<file path="config.mk">
export PLATFORM = sky130hd
export DESIGN_NAME = key_sw_debounce
export DESIGN_NICKNAME = d
export VERILOG_FILES = /design/src/rtl/key_sw_debounce_pkg.sv /design/src/rtl/key_sw_debounce_chan.sv /design/src/rtl/key_sw_debounce.sv
export SDC_FILE = /design/constraint.sdc
export NUM_CORES = 1
export LEC_CHECK = 0
export ABC_AREA = 0
export CELL_PAD_IN_SITES_DETAIL_PLACEMENT = 1
export CELL_PAD_IN_SITES_GLOBAL_PLACEMENT = 2
export CORE_AREA = 8 8 76 145
export CTS_BUF_LIST = sky130_fd_sc_hd__clkbuf_4
export DETAILED_ROUTE_END_ITERATION = 8
export DIE_AREA = 0 0 84 153
export PLACE_DENSITY_LB_ADDON = 0.1
export SYNTH_ARGS = -nofsm -noshare
export SYNTH_HDL_FRONTEND = slang
export SYNTH_HIERARCHICAL = 1
export SYNTH_SLANG_ARGS = --single-unit
</file>
<file path="constraint.sdc">
create_clock -name lb_clk -period 4.6 [get_ports lb_clk]
set_input_delay 0.46 -clock lb_clk [delete_from_list [all_inputs] [get_ports lb_clk]]
set_output_delay 0.46 -clock lb_clk [all_outputs]
set_load 0.01 [all_outputs]
</file>
<file path="src/rtl/key_sw_debounce_pkg.sv">
// Shared constants for the key/switch input-conditioning stage.
// Defaults assume a 50 MHz lb_clk sampled at 1 kHz.
package key_sw_debounce_pkg;

  localparam int unsigned LB_CLK_HZ = 50_000_000;
  localparam int unsigned SAMPLE_HZ = 1_000;

  localparam int unsigned N_KEY_DEF = 4;
  localparam int unsigned N_SW_DEF  = 3;

  localparam int unsigned TICK_DIV_DEF       = LB_CLK_HZ / SAMPLE_HZ;
  localparam int unsigned DEBOUNCE_TICKS_DEF = 20;

  function automatic int unsigned cnt_width(input int unsigned n);
    return (n > 1) ? $clog2(n) : 1;
  endfunction

endpackage

</file>
<file path="src/rtl/key_sw_debounce_chan.sv">
// One debounced input: 2-flop synchroniser, tick-driven run counter,
// stable level flop and registered edge pulses.
module debounce_chan
  import key_sw_debounce_pkg::*;
#(
  parameter int unsigned DEBOUNCE_TICKS = DEBOUNCE_TICKS_DEF,
  parameter logic        RESET_VAL      = 1'b0
) (
  input  logic lb_clk,
  input  logic rst_n,
  input  logic tick,
  input  logic pad,
  output logic clean,
  output logic rise,
  output logic fall,
  output logic change
);

  localparam int unsigned CW = cnt_width(DEBOUNCE_TICKS + 1);
  localparam logic [CW-1:0] LAST = CW'(DEBOUNCE_TICKS - 1);

  logic          meta;
  logic          synced;
  logic [CW-1:0] cnt;
  logic          differ;
  logic          accept;

  assign differ = synced ^ clean;
  assign accept = differ & tick & (cnt == LAST);

  always_ff @(posedge lb_clk or negedge rst_n) begin
    if (!rst_n) begin
      meta   <= RESET_VAL;
      synced <= RESET_VAL;
      clean  <= RESET_VAL;
      cnt    <= '0;
      rise   <= 1'b0;
      fall   <= 1'b0;
      change <= 1'b0;
    end else begin
      meta   <= pad;
      synced <= meta;
      rise   <= accept & synced;
      fall   <= accept & ~synced;
      change <= accept;
      // any sample matching the stable level restarts the window
      if (!differ) begin
        cnt <= '0;
      end else if (tick) begin
        if (accept) begin
          clean <= synced;
          cnt   <= '0;
        end else begin
          cnt <= cnt + 1'b1;
        end
      end
    end
  end

endmodule

</file>
<file path="src/rtl/key_sw_debounce.sv">
// Key/switch conditioning: shared sample prescaler feeding one
// debounce channel per pad; outputs keep raw pad polarity.
module key_sw_debounce
  import key_sw_debounce_pkg::*;
#(
  parameter int unsigned N_KEY          = N_KEY_DEF,
  parameter int unsigned N_SW           = N_SW_DEF,
  parameter int unsigned TICK_DIV       = TICK_DIV_DEF,
  parameter int unsigned DEBOUNCE_TICKS = DEBOUNCE_TICKS_DEF
) (
  input  logic             lb_clk,
  input  logic             rst_n,
  input  logic [N_KEY-1:0] key_raw,
  input  logic [N_SW-1:0]  sw_raw,
  output logic [N_KEY-1:0] key_clean,
  output logic [N_SW-1:0]  sw_clean,
  output logic [N_KEY-1:0] key_press,
  output logic [N_KEY-1:0] key_release,
  output logic [N_SW-1:0]  sw_change
);

  localparam int unsigned PW = cnt_width(TICK_DIV);
  localparam logic [PW-1:0] PMAX = PW'(TICK_DIV - 1);

  logic [PW-1:0] pcnt;
  logic          tick;

  assign tick = (pcnt == PMAX);

  always_ff @(posedge lb_clk or negedge rst_n) begin
    if (!rst_n) begin
      pcnt <= '0;
    end else if (tick) begin
      pcnt <= '0;
    end else begin
      pcnt <= pcnt + 1'b1;
    end
  end

  logic [N_KEY-1:0] key_chg_unused;
  logic [N_SW-1:0]  sw_rise_unused;
  logic [N_SW-1:0]  sw_fall_unused;

  for (genvar i = 0; i < N_KEY; i++) begin : g_key
    debounce_chan #(
      .DEBOUNCE_TICKS(DEBOUNCE_TICKS),
      .RESET_VAL     (1'b1)
    ) u_chan (
      .lb_clk(lb_clk),
      .rst_n (rst_n),
      .tick  (tick),
      .pad   (key_raw[i]),
      .clean (key_clean[i]),
      .rise  (key_release[i]),
      .fall  (key_press[i]),
      .change(key_chg_unused[i])
    );
  end

  for (genvar i = 0; i < N_SW; i++) begin : g_sw
    debounce_chan #(
      .DEBOUNCE_TICKS(DEBOUNCE_TICKS),
      .RESET_VAL     (1'b0)
    ) u_chan (
      .lb_clk(lb_clk),
      .rst_n (rst_n),
      .tick  (tick),
      .pad   (sw_raw[i]),
      .clean (sw_clean[i]),
      .rise  (sw_rise_unused[i]),
      .fall  (sw_fall_unused[i]),
      .change(sw_change[i])
    );
  end

endmodule

</file>
# After elaboration in Yosys (flattened, before gate mapping)
# Index checks and enable logic that the tools add are counted.
[classes]
add_sub_neg = 8
eq_ne = 15
mux = 22
bitwise = 33
reduce_logical = 7
[ops]
columns = ["operator", "count"]
rows = [
  ["$mux 5", 21],
  ["$add 5x1->5 const B", 7],
  ["$eq 5x5->1 const B", 7],
  ["$and 1x1->1", 22],
  ["$reduce_and 3->1", 7],
  ["$add 16x1->16 const B", 1],
  ["$eq 16x16->1 const B", 1],
  ["$mux 16", 1],
  ["$ne 2x2->1 const B", 6],
  ["$xor 1x1->1", 7],
  ["$not 1->1", 4],
  ["$ne 2x1->1 const B", 1],
]
[totals]
regBits = 83
in_bits = 9
output_inout_bits = 18
word_cells = 125

# Depth between registers and ports, before layout
[logic_depth]
word_depth = 6
depth_mapped = 8
depth_no_buf = 6

# Modules after synthesis
# The synthesis kept the hierarchy.
[by_module_without_submodules]
columns = ["mod", "n_inst", "cells_per_inst", "area_each_um2", "seq_area_each_um2"]
rows = [
  ["debounce_chan (g_key[0].u_chan ...)", 4, 38, 478.0, 279.0],
  ["debounce_chan (g_sw[0].u_chan ...)", 3, 38, 474.2, 275.3],
  ["key_sw_debounce", 1, 67, 762.0, 400.4],
]

# Least setup slack after synthesis
# OpenSTA, ideal clock, no wires.
[synth_path]
kind = "register to register"
startpoint = "register pcnt[0]"
endpoint = "register g_key[0].u_chan.cnt[2]"
setup_ns = 0.074
t_arrival_ns = 1.863
required_time_ns = 4.526
path_slack_ns = 2.663
path_stages_with_launch = 9
path_buffers = 2
synth_period_minus_slack_ns = 1.937
cell_sequence = "dfrtp_1 ha_1 and3_1 buf_2 and4_1 buf_6 nand2_1 or3_1 a21oi_2"
[synth_between]
elab_chain_len = 6
word_cells_on_any_way = 7
cone_classes = "eq/ne (2); mux (3); bitwise (2)"
[synth_rtl]
columns = ["element", "line_no", "text"]
rows = [
  ["from (decl)", "key_sw_debounce.sv:25", "logic [PW-1:0] pcnt;"],
  ["from (signal assigned)", "key_sw_debounce.sv:36", "pcnt <= pcnt + 1'b1;"],
  ["$eq 16x16->1 (*)", "key_sw_debounce.sv:28", "assign tick = (pcnt == PMAX);"],
  ["via tick", "key_sw_debounce.sv:26", "logic tick;"],
  ["$and 1x1->1 (2 in series)", "key_sw_debounce_chan.sv:29", "assign accept = differ & tick & (cnt == LAST);"],
  ["$mux 5", "key_sw_debounce_chan.sv:50", "if (accept) begin"],
  ["$mux 5", "key_sw_debounce_chan.sv:49", "end else if (tick) begin"],
  ["$mux 5", "key_sw_debounce_chan.sv:47", "if (!differ) begin"],
  ["to (signal assigned)", "key_sw_debounce_chan.sv:54", "cnt <= cnt + 1'b1;"],
  ["to (decl)", "key_sw_debounce_chan.sv:24", "logic [CW-1:0] cnt;"],
]
# The timed path passes the listed nets; every way through them passes the cells marked *. The select of a mux whose other input is x is not followed.
# A chain may end at the register's enable or synchronous reset.

# Worst setup path after layout
[layout_path]
startpoint = "register pcnt[0]"
endpoint = "register g_key[0].u_chan.cnt[2]"
[layout_between]
elab_chain_len = 6
word_cells_on_any_way = 7
cone_classes = "eq/ne (2); mux (3); bitwise (2)"
[layout_rtl]
columns = ["element", "line_no"]
rows = [
  ["$eq 16x16->1 (*)", "key_sw_debounce.sv:28"],
  ["$and 1x1->1 (2 in series)", "key_sw_debounce_chan.sv:29"],
  ["$mux 5", "key_sw_debounce_chan.sv:50"],
  ["$mux 5", "key_sw_debounce_chan.sv:49"],
  ["$mux 5", "key_sw_debounce_chan.sv:47"],
]
# Mark *: on every way between the ends. The rest lies on a longest branch, timed or not. The select of a mux whose other input is x is not followed.

==> impl_metrics.toml <==
[outcome]
status = "completed"

[critical_path]
worst_ep_arrival_time_ns = 3.09
cp_slowest_cell = "and4_2"
critical_path_class = "reg -> reg"
crit_family = "simple AND/OR/NAND/NOR gates"
r2r_slack_ns = 1.85
startpoint_type = "register"
crit_fanout = 51
slowest_delay_ns = 1.00
critPathBufInv = 0
cp_cell_sequence = "ha_1 -> and3_1 -> and4_2 -> nand2_1 -> or3_1 -> a21oi_2"
crit_required_ns = 4.94
crit_path_end_kind = "register"

[timing]
clock.fmax_ghz = 0.364
final-setup-viol-count = 0
hold_viol_final = 0
tightest_slew_ns = 1.07
timing.slew.headroom = 0.286
fin_skew_ns = 0.0182
finalCriticalPeriod_ns = 2.75
layout_setup_ws_ns = 1.85
tns_ns = 0
period_share = 0.597
slew_violations = 0
rsz0062_at_grt = "no"
holdWs_ns = 0.363

[clocking]
cts_resized = 0
insertion_delay_ns = 0.43
clock-sinks = 83
cts_htree_levels = 3
root_buffer = "clkbuf_4"
cts_buffer_depth = 2
cts_inserted_buffers = 9
postCtsHoldBufs = 1
clk_pin_slew_ns = 0.12
cts_setup_buffers = 0
tritoncts = "done"

[detailed_routing]
routed_via_density = 5.35
antenna_left = 0
vias = 2457
wirelength_um = 7330
drt_iter0_drc = 42
drc = 0
routedWlPerCell_um = 16.0
first_pass_iters = 4

[finish]
seqCellArea_mm2 = 0.00209
area_growth_pct = 13.8
multi_input_area_mm2 = 0.00165
nets = 367
final_cell_mix = "dfrtp_1, nand2_1, clkdlybuf4s50_1, nor2_1"
fillerInstances = 1007
drive_gt1_frac = 0.251
final_common_cell = "dfrtp_1"
fin_area_mm2 = 0.00431
stdcell_count = 459
antennaDiodeCount = 0

[synth]
yosys_warnings = 6
synthCells = 313
syn_avg_cell_area_um2 = 12.1
netlist_area_mm2 = 0.00379
syn_nets = 330

[floorplanning]
dieArea_mm2 = 0.0129
rows = 50
initial_utilization = 0.412
ios = 27
die_h_um = 153
coreArea_mm2 = 0.00920
die_w_um = 84

[global_route]
antenna_found_initial = 0
grt.total_usage = 0.125
grt_pass1_vias = 2776
grt.overflow.total = 0
grt_pass1_wl_um = 13300
grt_max_degree = 60

[job]
drv_cap = 0

[pwr]
combPwrFrac = 0.025
power_density_mw_per_mm2 = 275
pwr-share-seq = 0.626
power.switching_mw = 0.258
clkPwrFrac = 0.349
leakage_nw = 1.88
power.internal_mw = 0.929
p_sw_frac = 0.218
peakVddDrop_uv = 190

[placement]
portBuffers = 26
dp_worst_setup_slack_ns = 1.88
dp.cells = 442
gp_congestion = 0.709
dp_hpwl_um = 5140
dpl-instance-area_mm2 = 0.00417

[min_path]
worst_hold_path_type = "reg -> reg"
## layout make-up
type                    instances  area share
clock buffers                  12      0.0209
clock inverters                 4     0.00987
inverters                       8     0.00697
multi-input cells             220       0.383
flip-flops and latches         83       0.485
well taps                     104      0.0302
repair buffers                 28      0.0639
## sequential cells by signal (all words and copies together), names as in the netlist
register and count:
g_key.u_chan/cnt 20, pcnt 16, g_sw.u_chan/cnt 15, g_key.u_chan/clean 4, g_key.u_chan/fall 4, g_key.u_chan/meta 4, g_key.u_chan/rise 4, g_key.u_chan/synced 4
g_sw.u_chan/change 3, g_sw.u_chan/clean 3, g_sw.u_chan/meta 3, g_sw.u_chan/synced 3
## metal layers
metal	wire length, um	track usage	up-vias	share of wire
met3	274	0.0378	8	0.037
li1	-	-	1177	-
met4	115	0.0522	0	0.016
met1	3230	0.150	1242	0.44
met5	0	0	-	0
met2	3710	0.200	30	0.51
## stage by stage
stage,power [mW],utilization
5_1_grt,1.24,0.469
2_1_floorplan,0.762,-
4_1_cts,1.22,0.469
3_3_place_gp,0.787,0.453
6_report,1.19,0.469
3_5_place_dp,0.788,0.453
## power groups by stage
stage	clock network (mW)	registers [mW]	logic, mW
2_1_floorplan	0	0.755	0.00654
3_3_place_gp	0	0.756	0.0302
3_5_place_dp	0	0.757	0.0314
4_1_cts	0.442	0.743	0.0321
5_1_grt	0.466	0.744	0.0351
6_report	0.414	0.743	0.0301
## path summary, 6_finish.rpt
| path | startpoint | cells past startpoint | end |
|---|---|---|---|
| max in group asynchronous | rst_n | 3 | g_key[1].u_chan/cnt[1] |
| worst min register to register | g_key[2].u_chan/meta | 0 | g_key[2].u_chan/synced |
| worst min-delay path | g_key[2].u_chan/meta | 0 | g_key[2].u_chan/synced |
| worst max register to register | pcnt[0] | 6 | g_key[0].u_chan/cnt[2] |
| worst max-delay path | pcnt[0] | 6 | g_key[0].u_chan/cnt[2] |
| min in group asynchronous | rst_n | 2 | g_sw[1].u_chan/synced |
(Power assumes the default switching activity.)
